<file path="src/rtl/cpu_bus_router_if.sv">
// -----------------------------------------------------------------------------
// cpu_bus_router_if
// Groups every bus-side signal of cpu_bus_router: the CPU request inputs, the
// per-channel BRAM port (strobes, shared address/data, concatenated read data)
// and the read-back / error outputs.
//
// Modports:
//   slave  - the router. It samples the CPU request and CH_DOUT, and drives the
//            BRAM strobes, DATA_OUT, RD_VALID and ERR_CNT.
//   master - the environment. It plays both the CPU (request, WP_MASK, ERR_CLR)
//            and the BRAM banks (CH_DOUT).
// -----------------------------------------------------------------------------
interface cpu_bus_router_if #(
  parameter int ADDR_WIDTH = 14,
  parameter int DATA_WIDTH = 16,
  parameter int SEL_WIDTH  = 2,
  parameter int NUM_CH     = 4,
  parameter int ERR_WIDTH  = 8
);
  // CPU request
  logic                         EN;
  logic                         WE;
  logic [SEL_WIDTH-1:0]         BRAM_SELECT;
  logic [ADDR_WIDTH-1:0]        BRAM_ADDR;
  logic [DATA_WIDTH-1:0]        DATA_IN;
  logic [NUM_CH-1:0]            WP_MASK;
  logic                         ERR_CLR;
  // BRAM port
  logic [NUM_CH-1:0]            CH_EN;
  logic [NUM_CH-1:0]            CH_WE;
  logic [ADDR_WIDTH-1:0]        CH_ADDR;
  logic [DATA_WIDTH-1:0]        CH_DIN;
  logic [NUM_CH*DATA_WIDTH-1:0] CH_DOUT;
  // Read-back and status
  logic [DATA_WIDTH-1:0]        DATA_OUT;
  logic                         RD_VALID;
  logic [ERR_WIDTH-1:0]         ERR_CNT;

  modport slave (
    input  EN, WE, BRAM_SELECT, BRAM_ADDR, DATA_IN, WP_MASK, ERR_CLR, CH_DOUT,
    output CH_EN, CH_WE, CH_ADDR, CH_DIN, DATA_OUT, RD_VALID, ERR_CNT
  );

  modport master (
    output EN, WE, BRAM_SELECT, BRAM_ADDR, DATA_IN, WP_MASK, ERR_CLR, CH_DOUT,
    input  CH_EN, CH_WE, CH_ADDR, CH_DIN, DATA_OUT, RD_VALID, ERR_CNT
  );
endinterface

</file>
<file path="src/rtl/cpu_bus_router.sv">
// -----------------------------------------------------------------------------
// cpu_bus_router
// Registers CPU bus accesses and decodes BRAM_SELECT into one-hot BRAM port
// strobes for NUM_CH channels. Writes to protected channels and accesses to
// unimplemented channels are rejected and counted in a saturating ERR_CNT.
// Reads travel down a tag pipeline that matches the BRAM latency, so DATA_OUT /
// RD_VALID appear RD_LATENCY+1 edges after the access was sampled, in issue
// order, at up to one access per cycle.
//
// Ports:
//   BUS_CLK - sole clock
//   RST     - synchronous active-high reset
//   bus     - cpu_bus_router_if.slave (request in, BRAM strobes out, CH_DOUT in,
//             DATA_OUT / RD_VALID / ERR_CNT out)
// -----------------------------------------------------------------------------
module cpu_bus_router #(
  parameter int ADDR_WIDTH = 14,
  parameter int DATA_WIDTH = 16,
  parameter int SEL_WIDTH  = 2,
  parameter int NUM_CH     = 4,
  parameter int RD_LATENCY = 2,
  parameter int ERR_WIDTH  = 8
) (
  input  logic            BUS_CLK,
  input  logic            RST,
  cpu_bus_router_if.slave bus
);

  localparam logic [ERR_WIDTH-1:0] ERR_MAX = '1;

  // Per-read tag carried alongside the BRAM access.
  typedef struct packed {
    logic                 derr;
    logic [SEL_WIDTH-1:0] sel;
  } rd_tag_t;

  logic [NUM_CH-1:0]     ch_en_q, ch_en_d;
  logic [NUM_CH-1:0]     ch_we_q, ch_we_d;
  logic [ADDR_WIDTH-1:0] ch_addr_q, ch_addr_d;
  logic [DATA_WIDTH-1:0] ch_din_q, ch_din_d;
  logic [DATA_WIDTH-1:0] data_out_q, data_out_d;
  logic                  rd_valid_q, rd_valid_d;
  logic [ERR_WIDTH-1:0]  err_cnt_q, err_cnt_d;
  logic [RD_LATENCY:0]   rd_vld_q, rd_vld_d;
  rd_tag_t               rd_tag_q [RD_LATENCY+1];

  logic [NUM_CH-1:0]     sel_hit;
  logic                  dec_err, wp_hit, rd_req, wr_ok, reject;
  logic [DATA_WIDTH-1:0] rd_data;
  rd_tag_t               tail_tag;

  assign tail_tag = rd_tag_q[RD_LATENCY];

  always_comb begin
    // NOTE: every always_comb output gets a default before any branch, so no
    // path through the block can leave a signal unassigned and infer a latch.
    sel_hit = '0;
    for (int i = 0; i < NUM_CH; i++) begin
      if (bus.BRAM_SELECT == SEL_WIDTH'(i)) sel_hit[i] = 1'b1;
    end
    // A select with no matching implemented channel is a decode error.
    dec_err = ~|sel_hit;
    wp_hit  = |(sel_hit & bus.WP_MASK);
    rd_req  = bus.EN & ~bus.WE;
    wr_ok   = bus.EN & bus.WE & ~dec_err & ~wp_hit;
    reject  = bus.EN & (dec_err | (bus.WE & wp_hit));

    ch_en_d   = (wr_ok | (rd_req & ~dec_err)) ? sel_hit : '0;
    ch_we_d   = wr_ok ? sel_hit : '0;
    ch_addr_d = bus.EN ? bus.BRAM_ADDR : ch_addr_q;
    ch_din_d  = bus.EN ? bus.DATA_IN : ch_din_q;

    // Clear wins over a simultaneous rejection.
    err_cnt_d = err_cnt_q;
    if (bus.ERR_CLR)                        err_cnt_d = '0;
    else if (reject && err_cnt_q != ERR_MAX) err_cnt_d = err_cnt_q + 1'b1;

    // Every read (including decode errors) enters the pipeline so the CPU
    // always gets an RD_VALID back.
    rd_vld_d = {rd_vld_q[RD_LATENCY-1:0], rd_req};

    rd_data = '0;
    for (int i = 0; i < NUM_CH; i++) begin
      if (tail_tag.sel == SEL_WIDTH'(i)) rd_data = bus.CH_DOUT[i*DATA_WIDTH +: DATA_WIDTH];
    end
    if (tail_tag.derr) rd_data = '0;

    rd_valid_d = rd_vld_q[RD_LATENCY];
    data_out_d = rd_vld_q[RD_LATENCY] ? rd_data : data_out_q;
  end

  // NOTE: sequential state uses non-blocking assignments only, so every flop
  // samples pre-edge values regardless of block evaluation order.
  always_ff @(posedge BUS_CLK) begin
    if (RST) begin
      ch_en_q    <= '0;
      ch_we_q    <= '0;
      ch_addr_q  <= '0;
      ch_din_q   <= '0;
      data_out_q <= '0;
      rd_valid_q <= 1'b0;
      err_cnt_q  <= '0;
      rd_vld_q   <= '0;
    end else begin
      ch_en_q    <= ch_en_d;
      ch_we_q    <= ch_we_d;
      ch_addr_q  <= ch_addr_d;
      ch_din_q   <= ch_din_d;
      data_out_q <= data_out_d;
      rd_valid_q <= rd_valid_d;
      err_cnt_q  <= err_cnt_d;
      rd_vld_q   <= rd_vld_d;
    end
  end

  // NOTE: the tag payload is deliberately not reset; it is only ever consumed
  // when the matching rd_vld_q bit is set, and clearing those bits on reset is
  // what drops in-flight reads.
  always_ff @(posedge BUS_CLK) begin
    rd_tag_q[0] <= '{derr: dec_err, sel: bus.BRAM_SELECT};
    for (int j = 1; j <= RD_LATENCY; j++) rd_tag_q[j] <= rd_tag_q[j-1];
  end

  assign bus.CH_EN    = ch_en_q;
  assign bus.CH_WE    = ch_we_q;
  assign bus.CH_ADDR  = ch_addr_q;
  assign bus.CH_DIN   = ch_din_q;
  assign bus.DATA_OUT = data_out_q;
  assign bus.RD_VALID = rd_valid_q;
  assign bus.ERR_CNT  = err_cnt_q;

endmodule
</file>
<file path="src/flat_wrapper.sv">
// flat-port wrapper written by rule: the top's interface ports become plain ports
module cpu_bus_router_flat 
#(
  parameter int ADDR_WIDTH = 14,
  parameter int DATA_WIDTH = 16,
  parameter int SEL_WIDTH  = 2,
  parameter int NUM_CH     = 4,
  parameter int RD_LATENCY = 2,
  parameter int ERR_WIDTH  = 8
)
  (BUS_CLK, RST, bus_EN, bus_WE, bus_BRAM_SELECT, bus_BRAM_ADDR, bus_DATA_IN, bus_WP_MASK, bus_ERR_CLR, bus_CH_DOUT, bus_CH_EN, bus_CH_WE, bus_CH_ADDR, bus_CH_DIN, bus_DATA_OUT, bus_RD_VALID, bus_ERR_CNT);
  cpu_bus_router_if #(.ADDR_WIDTH(ADDR_WIDTH), .DATA_WIDTH(DATA_WIDTH), .SEL_WIDTH(SEL_WIDTH), .NUM_CH(NUM_CH), .ERR_WIDTH(ERR_WIDTH)) bus_i ();
  input  logic BUS_CLK;
  input  logic RST;
  input wire logic [$bits(bus_i.EN)-1:0] bus_EN;
  input wire logic [$bits(bus_i.WE)-1:0] bus_WE;
  input wire logic [$bits(bus_i.BRAM_SELECT)-1:0] bus_BRAM_SELECT;
  input wire logic [$bits(bus_i.BRAM_ADDR)-1:0] bus_BRAM_ADDR;
  input wire logic [$bits(bus_i.DATA_IN)-1:0] bus_DATA_IN;
  input wire logic [$bits(bus_i.WP_MASK)-1:0] bus_WP_MASK;
  input wire logic [$bits(bus_i.ERR_CLR)-1:0] bus_ERR_CLR;
  input wire logic [$bits(bus_i.CH_DOUT)-1:0] bus_CH_DOUT;
  output wire logic [$bits(bus_i.CH_EN)-1:0] bus_CH_EN;
  output wire logic [$bits(bus_i.CH_WE)-1:0] bus_CH_WE;
  output wire logic [$bits(bus_i.CH_ADDR)-1:0] bus_CH_ADDR;
  output wire logic [$bits(bus_i.CH_DIN)-1:0] bus_CH_DIN;
  output wire logic [$bits(bus_i.DATA_OUT)-1:0] bus_DATA_OUT;
  output wire logic [$bits(bus_i.RD_VALID)-1:0] bus_RD_VALID;
  output wire logic [$bits(bus_i.ERR_CNT)-1:0] bus_ERR_CNT;
  assign bus_i.EN = bus_EN;
  assign bus_i.WE = bus_WE;
  assign bus_i.BRAM_SELECT = bus_BRAM_SELECT;
  assign bus_i.BRAM_ADDR = bus_BRAM_ADDR;
  assign bus_i.DATA_IN = bus_DATA_IN;
  assign bus_i.WP_MASK = bus_WP_MASK;
  assign bus_i.ERR_CLR = bus_ERR_CLR;
  assign bus_i.CH_DOUT = bus_CH_DOUT;
  assign bus_CH_EN = bus_i.CH_EN;
  assign bus_CH_WE = bus_i.CH_WE;
  assign bus_CH_ADDR = bus_i.CH_ADDR;
  assign bus_CH_DIN = bus_i.CH_DIN;
  assign bus_DATA_OUT = bus_i.DATA_OUT;
  assign bus_RD_VALID = bus_i.RD_VALID;
  assign bus_ERR_CNT = bus_i.ERR_CNT;
  cpu_bus_router #(.ADDR_WIDTH(ADDR_WIDTH), .DATA_WIDTH(DATA_WIDTH), .SEL_WIDTH(SEL_WIDTH), .NUM_CH(NUM_CH), .RD_LATENCY(RD_LATENCY), .ERR_WIDTH(ERR_WIDTH)) u_core (.BUS_CLK(BUS_CLK), .RST(RST), .bus(bus_i));
endmodule
</file>
<file path="config.mk">
export PLATFORM = sky130hd
export DESIGN_NAME = cpu_bus_router_flat
export DESIGN_NICKNAME = d
export VERILOG_FILES = /design/src/rtl/cpu_bus_router_if.sv /design/src/rtl/cpu_bus_router.sv /design/src/flat_wrapper.sv
export SDC_FILE = /design/constraint.sdc
export NUM_CORES = 1
export LEC_CHECK = 0
export CELL_PAD_IN_SITES_DETAIL_PLACEMENT = 0
export CELL_PAD_IN_SITES_GLOBAL_PLACEMENT = 1
export CORE_ASPECT_RATIO = 0.7
export CORE_MARGIN = 2
export CORE_UTILIZATION = 26
export CTS_BUF_LIST = sky130_fd_sc_hd__clkbuf_4 sky130_fd_sc_hd__clkbuf_8
export DETAILED_ROUTE_END_ITERATION = 6
export HOLD_SLACK_MARGIN = 0.05
export PLACE_DENSITY = 0.78
export SLEW_MARGIN = 20
export SYNTH_ARGS = -nofsm -noshare
export SYNTH_HDL_FRONTEND = slang
export SYNTH_SLANG_ARGS = --single-unit
export TNS_END_PERCENT = 10
</file>
<file path="constraint.sdc">
create_clock -name BUS_CLK -period 1.7 [get_ports BUS_CLK]
set_input_delay 0.17 -clock BUS_CLK [delete_from_list [all_inputs] [get_ports BUS_CLK]]
set_output_delay 0.17 -clock BUS_CLK [all_outputs]
set_load 0.05 [all_outputs]
</file>
# Word level (Yosys, flattened, before mapping)
# Memory sizes are Yosys's and may differ from the RTL's.
# Cells that the tools add are included.
# op_classes
div	0
mux	9
shift	0
mul	0
addsub	1
bitwise	14
n_lt_le_gt_ge	0
reduce_logical	9
eq_ne	7
# op_table
op	count
$mux 16	5
$add 8x1->8 const B	1
$eq 2x2->1 const B	4
$ne 8x8->1 const B	1
$reduce_or 4->1	2
$and 1x1->1	7
$reduce_or 2->1	3
$and 4x4->4	1
$eq 2x1->1 const B	2
$logic_not 2->1	2
$mux 1	4
$not 1->1	4
$or 1x1->1	2
$logic_and 1x1->1	1
$logic_not 1->1	1
# totals
in_bits	105
latchBits	0
n_memories	1
regBits	66
out_inout_bits	63
ram_bits	9
romBits	0
# memory_table
memory	depth	width	rd	rd_clocked_by_memory_dff	write_ports	line	source
u_core.rd_tag_q	3	3	3	0	3	cpu_bus_router.sv:45	rd_tag_t rd_tag_q [RD_LATENCY+1];

# Depth between registers and ports, before layout
# Gate-level depths: netlist of the first run.
# depth
word_depth	9
depth_mapped	6
mapped_depth_nobuf	5

# Least setup slack after synthesis of the first run
# No wires, ideal clock.
# synth_path
kind	register -> register
from	register u_core.err_cnt_q[1], in the netlist u_core.bus.ERR_CNT[1]
to	register u_core.err_cnt_q[4], in the netlist u_core.bus.ERR_CNT[4]
required_ns	1.630
synth_period_minus_slack_ns	1.652
arrival_ns	1.583
setup_slack_ns	0.048
stages_incl_launch_ff	5
path_cell_list	dfxtp_1 > ha_1 > nand3_1 > or4_1 > a21oi_1
# synth_between
elab_chain_len	2
elab_cells_between_ends	3
cone_classes	1 x add/sub; 1 x eq/ne; 1 x reduce/logical
# synth_lines
item	line	source
start, declared	cpu_bus_router.sv:43	logic [ERR_WIDTH-1:0] err_cnt_q, err_cnt_d;
start signal, assigned	cpu_bus_router.sv:111	err_cnt_q <= err_cnt_d;
parallel branches: the longest is 2 deep, another holds $add 8x1->8	-	
# Several ways; the timed one is not identified.
# A chain may end at the register's enable or synchronous reset.

# Final worst setup path of the first run
# layout_path
from	register u_core.data_out_q[0], in the netlist u_core.bus.DATA_OUT[0]
to	output bus_DATA_OUT[0]
# layout_rtl
item	line	source
start, declared	cpu_bus_router.sv:41	logic [DATA_WIDTH-1:0] data_out_q, data_out_d;
start signal, assigned	cpu_bus_router.sv:109	data_out_q <= data_out_d;
end, declared	flat_wrapper.sv:27	output wire logic [$bits(bus_i.DATA_OUT)-1:0] bus_DATA_OUT;
# No word-level cell between the ends.

==> out/metrics.yaml, run 1 <==
status: "finished, final reports clean"
grt_pass1_wl_mm: 13.9
clock_path_buffers: 2
dieArea_um2: 12500
dp_hpwl_mm: 6.42
power.share.clock: 0.346
core-area_um2: 11200
max-cap-violations: 0
clock_sinks: 75
critPathArrivalTime_ns: 1.48
syn2layout_area_growth_pct: 71.1
io_pins: 168
dr.pass1.iters: 4
synth_top_area_cell: "dfxtp_1"
ys.flop_type: "dfxtp_1"
rows: 32
ys_seq_area_frac: 0.498
critical_path.max_stage_delay_ns: 0.80
async_flop_share: 0
total_power_uw: 4010
yosys.area_share.adder: 0.00415
start_kind: "flip-flop"
synthCells: 287
cts_max_level: 3
swShare: 0.257
synthesis.nets: 393
grt_max_degree: 33
ant_nets: 0
cts_root_buffer: "clkbuf_8"
layout_setup_ws_ns: 0.0472
clk-insertion-delay-late_ns: 0.35
crit_buf_inv: 1
grt_pass1_vias: 2798
tightestPinTransition_ns: 0.542
required_ns: 1.53
gr-total-overflow: 0
synth_top_family_by_area: "multiplexers"
gp_congestion: 0.820
crit_family: "buffers and inverters"
die_h_um: 94.1
finalMaxSlewViolations: 0
hold_viol_final: 0
synthDistinctLibCells: 34
placed_cell_area_um2: 4880
synth_compound_area_frac: 0.0643
slowest_stage: "clkdlybuf4s50_1"
diodes: 0
path_max_fanout: 2
routed_wl_mm: 8.80
grt_usage: 0.142
p_int_uw: 2980
p_switching_uw: 1030
synth_xor_area_frac: 0
io_buffers: 167
start_util: 0.270
synth.mux.area_fraction: 0.231
hold_buffers: 0
drive_gt1_frac: 0.140
crit_path_cell_trace: "clkdlybuf4s50_1"
maxSlewHeadroom: 0.638
clkTransAtPathRegs_ns: 0.08
syn_avg_cell_area_um2: 10.5
rsz0062_at_grt: "false"
vias_per_cell: 4.47
worstSetupPathType: "reg -> out"
dp_slack_ns: -0.238
leakage_uw: 0.00261
numCtsBuffers: 9
synthSimpleGateAreaFrac: 0.172
skew_ns: 0.00754
min_path_type: "in -> reg"
drc: 0
period_needed_ns: 1.65
power.density_nw_per_um2: 778
endpoint_kind: "primary output"
yosys_register_bits: 75
antenna_found_initial: 0
cts_tree: "yes"
nNetsFinal: 565
drt_iter0_drc: 77
fin_area_um2: 5160
wl_per_cell_um: 14.3
synth_area_um2: 3020
p_seq_frac: 0.460
yosysTopAreaCellShare: 0.498
post-route-period-util: 0.972
comb_power_share: 0.194
synth-edff-count: 0
yosysWarnings: 0
setup_viol: 0
synthTopCellsByArea: "dfxtp_1 50%, mux4_2 12%, mux2i_1 10%"
via_count: 2751
fmax_mhz: 605
max-vdd-ir-drop_mv: 0.456
die_w_um: 133
[repair_timing]
action                                  CTS  global route
endpoints found under the setup margin    8            35
buffers inserted                          0             0
gates resized for setup                   8            35
[area by class of cell]
class | count | area, µm²
Fill cell | 1061 | 6010
Timing Repair Buffer | 181 | 1830
Sequential cell | 75 | 1500
Multi-Input combinational cell | 191 | 1430
Tap cell | 153 | 191
Clock buffer | 11 | 151
Clock inverter | 4 | 50.0
Inverter | 1 | 3.75
[final timing paths]
kind	from	end	slack (ns)	cells after the start
max	u_core.bus.DATA_OUT[0]$_SDFFE_PP0P_	bus_DATA_OUT[0]	0.05	1
min	RST	u_core.bus.CH_ADDR[10]$_SDFFE_PP0P_	0.22	2
max reg2reg	u_core.bus.ERR_CNT[0]$_SDFFE_PP0P_	u_core.bus.ERR_CNT[3]$_SDFFE_PP0P_	0.16	5
min reg2reg	u_core.rd_tag_q[0][3]$_DFF_P_	u_core.rd_tag_q[0][6]$_DFF_P_	0.32	0
[through the flow]
stage                     setup TNS [ns]   util  std cells  hold WS, ns
after floorplan                        0      -        287        0.198
after global placement            -0.784  0.437        601        0.311
after detailed placement           -1.57  0.437        601        0.314
after CTS                              0  0.454        616        0.227
after global routing                   0  0.462        616        0.231
final                                  0  0.462        616        0.217
[cells in the final DEF (no fill, tap or decap), types with 2 or more instances in the layout]
cell | Yosys | layout
clkdlybuf4s50_1 | 0 | 108
dfxtp_1 | 75 | 75
nor2_1 | 55 | 55
dlymetal6s2s_1 | 0 | 35
mux2i_1 | 31 | 31
buf_4 | 0 | 26
nor2b_1 | 23 | 23
a21oi_1 | 21 | 21
mux4_2 | 16 | 16
clkbuf_8 | 0 | 11
dlygate4sd2_1 | 0 | 8
nand3_1 | 7 | 7
o21ai_0 | 5 | 5
nand2_1 | 4 | 4
or3_1 | 3 | 3
o31ai_1 | 3 | 3
nor3_1 | 2 | 2
nand4_1 | 2 | 2
or4_1 | 2 | 2
clkinvlp_4 | 0 | 2
buf_2 | 7 | 2
buf_12 | 0 | 2
[metal layers]
metal / routed length (µm) / track usage / vias to the layer above
met1: 3910 / 0.175 / 1272
li1: - / - / 1347
met5: 0 / 0 / -
met4: 149 / 0.0609 / 0
met3: 797 / 0.0577 / 12
met2: 3940 / 0.221 / 120
[sequential cells by signal, indices dropped and copies added, names as in the netlist]
signal / cells
u_core.rd_vld_q: 3
u_core.bus.RD_VALID: 1
u_core.bus.CH_WE: 4
u_core.bus.DATA_OUT: 16
u_core.bus.CH_DIN: 16
u_core.bus.CH_ADDR: 14
u_core.bus.ERR_CNT: 8
u_core.bus.CH_EN: 4
u_core.rd_tag_q: 9
[logic make-up after synthesis]
| logic type | count (synthesis) |
|---|---|
| AND/OR/NAND/NOR | 107 |
| flip-flops | 75 |
| multiplexers | 49 |
| AO/OA/AOI/OAI | 33 |
| buffers and inverters | 21 |
| adder cells (fa/ha/maj) | 1 |
| other | 1 |
[power by group through the flow]
stage | registers (µW) | logic (µW) | clock network [µW]
floorplan | 2060 | 218 | 0
global placement | 1880 | 787 | 0
detailed placement | 1890 | 794 | 0
CTS | 1850 | 793 | 1460
global route | 1850 | 829 | 1540
finish | 1840 | 780 | 1390
[Yosys cell counts, drive strengths merged (4+ instances only)]
cell / n
dfxtp: 75
nor2: 55
mux2i: 31
nor2b: 23
a21oi: 21
mux4: 16
clkbuf: 13
buf: 7
nand3: 7
o21ai: 5
nand2: 4
Power figures use the tool's default switching activity.
==> inputs of run 2 (changes only) <==
--- a/config.mk
+++ b/config.mk
@@ -14,6 +14,7 @@
 export DETAILED_ROUTE_END_ITERATION = 6
 export HOLD_SLACK_MARGIN = 0.05
 export PLACE_DENSITY = 0.78
+export SKIP_LAST_GASP = 1
 export SLEW_MARGIN = 20
 export SYNTH_ARGS = -nofsm -noshare
 export SYNTH_HDL_FRONTEND = slang
==> run 2 against run 1 <==
Compared with the run above: sequential power hardly changed; cell count stayed put; final area is 1.3% lower; total power is 0.34% higher; non-clock buffer count stayed put; via count is 0.11% higher; critical path depth stayed put; hold slack worse by 0.0013 ns; count of clock-buffer cells in the layout stayed put; largest cell class unchanged; highest routed layer unchanged.
==> out/metrics.yaml, run 2 (synthesis results as in run 1) <==
skew_ns: 0.00752
leakage_uw: 0.00206
setup_viol: 0
start_kind: "flip-flop"
grt_pass1_wl_mm: 13.9
required_ns: 1.53
critical_path.max_stage_delay_ns: 0.82
numCtsBuffers: 9
dr.pass1.iters: 4
drt_iter0_drc: 80
min_path_type: "in -> reg"
critPathArrivalTime_ns: 1.51
ant_nets: 0
post-route-period-util: 0.990
syn2layout_area_growth_pct: 68.8
clock_path_buffers: 2
finalMaxSlewViolations: 0
slowest_stage: "clkdlybuf4s50_1"
power.density_nw_per_um2: 791
io_pins: 168
path_max_fanout: 2
start_util: 0.270
cts_root_buffer: "clkbuf_8"
grt_use_met2: 0.221
status: "finished, final reports clean"
clkTransAtPathRegs_ns: 0.08
placedCellCount: 601
maxSlewHeadroom: 0.638
antenna_found_initial: 0
rsz0062_at_grt: "true"
grt_max_degree: 33
postLayoutCoreUtil: 0.456
grt_pass1_vias: 2798
gp_congestion: 0.820
fin_cells: 616
cts_max_level: 3
placed_cell_area_um2: 4880
dp_hpwl_mm: 6.42
wl_per_cell_um: 14.2
die_w_um: 133
gr-total-overflow: 0
core-area_um2: 11200
diodes: 0
crit_buf_inv: 1
routed_wl_mm: 8.73
met3_usage: 0.0577
vias_per_cell: 4.47
drive_gt1_frac: 0.140
via_count: 2754
clk-insertion-delay-late_ns: 0.35
max-cap-violations: 0
period_needed_ns: 1.68
dieArea_um2: 12500
hold_slack_ns: 0.216
crit_path_cell_trace: "clkdlybuf4s50_1"
worstSetupPathType: "reg -> out"
nNetsFinal: 565
top_usage_layer: "met2"
grt_usage: 0.142
clock_sinks: 75
crit_family: "buffers and inverters"
drc: 0
endpoint_kind: "primary output"
final_cell_mix: "146 x clkdlybuf4s50_1, 75 x dfxtp_1, 55 x nor2_1, 31 x mux2i_1, 26 x buf_4"
tightestPinTransition_ns: 0.542
die_h_um: 94.1
setup-tns-final_ns: 0
fmax_mhz: 594
grtUsageMet1: 0.175
hold_viol_final: 0
max-vdd-ir-drop_mv: 0.478
fin_area_um2: 5090
io_buffers: 167
cts_tree: "yes"
rows: 32
layout_commonest_cell: "clkdlybuf4s50_1"
post_cts_buffers: 0
-- run 2: changes by cell type in the layout (fill, tap and decap cells not counted), sizes merged --
cell	change
clkdlybuf4s50	+38
dlymetal6s2s	-31
dlygate4sd2	-7
-- run 2: through the flow --
stage | worst slack, ns | power, µW
floorplan | 0.0475 | 2270
global placement | -0.199 | 2670
detailed placement | -0.238 | 2680
CTS | -0.0143 | 4100
global route | -0.0503 | 4230
finish | 0.0173 | 4030
-- run 2: power by group --
group | switching, µW | internal (µW)
Sequential | 27.4 | 1820
Clock | 645 | 747
Combinational | 363 | 426
-- run 2: repair_timing --
| action | in CTS | in global routing |
|---|---|---|
| gates resized for setup | 1 | 4 |
| setup endpoints to repair | 8 | 42 |
| hold buffers | 0 | 0 |
-- run 2: layer usage --
| layer | vias to the layer above | share of wire |
|---|---|---|
| met4 | 0 | 0.017 |
| met1 | 1280 | 0.44 |
| met3 | 12 | 0.094 |
| met2 | 118 | 0.45 |
| li1 | 1344 | - |
| met5 | - | 0 |
-- run 2: layout make-up --
| class | count | area [µm²] |
|---|---|---|
| clock buffer | 11 | 151 |
| clock inverter | 4 | 50.0 |
| fill | 1065 | 6080 |
| inverter | 1 | 3.75 |
| multi-input combinational | 191 | 1430 |
| sequential | 75 | 1500 |
| tap | 153 | 191 |
| timing repair buffer | 181 | 1770 |
-- run 2: worst paths after layout --
check | from | end | slack, ns | depth (start not counted)
worst max register to register | u_core.bus.ERR_CNT[0]$_SDFFE_PP0P_ | u_core.bus.ERR_CNT[3]$_SDFFE_PP0P_ | 0.16 | 5
worst min register to register | u_core.rd_tag_q[0][3]$_DFF_P_ | u_core.rd_tag_q[0][6]$_DFF_P_ | 0.32 | 0
worst max-delay path | u_core.bus.CH_ADDR[11]$_SDFFE_PP0P_ | bus_CH_ADDR[11] | 0.02 | 1
worst min-delay path | RST | u_core.bus.CH_ADDR[10]$_SDFFE_PP0P_ | 0.22 | 2
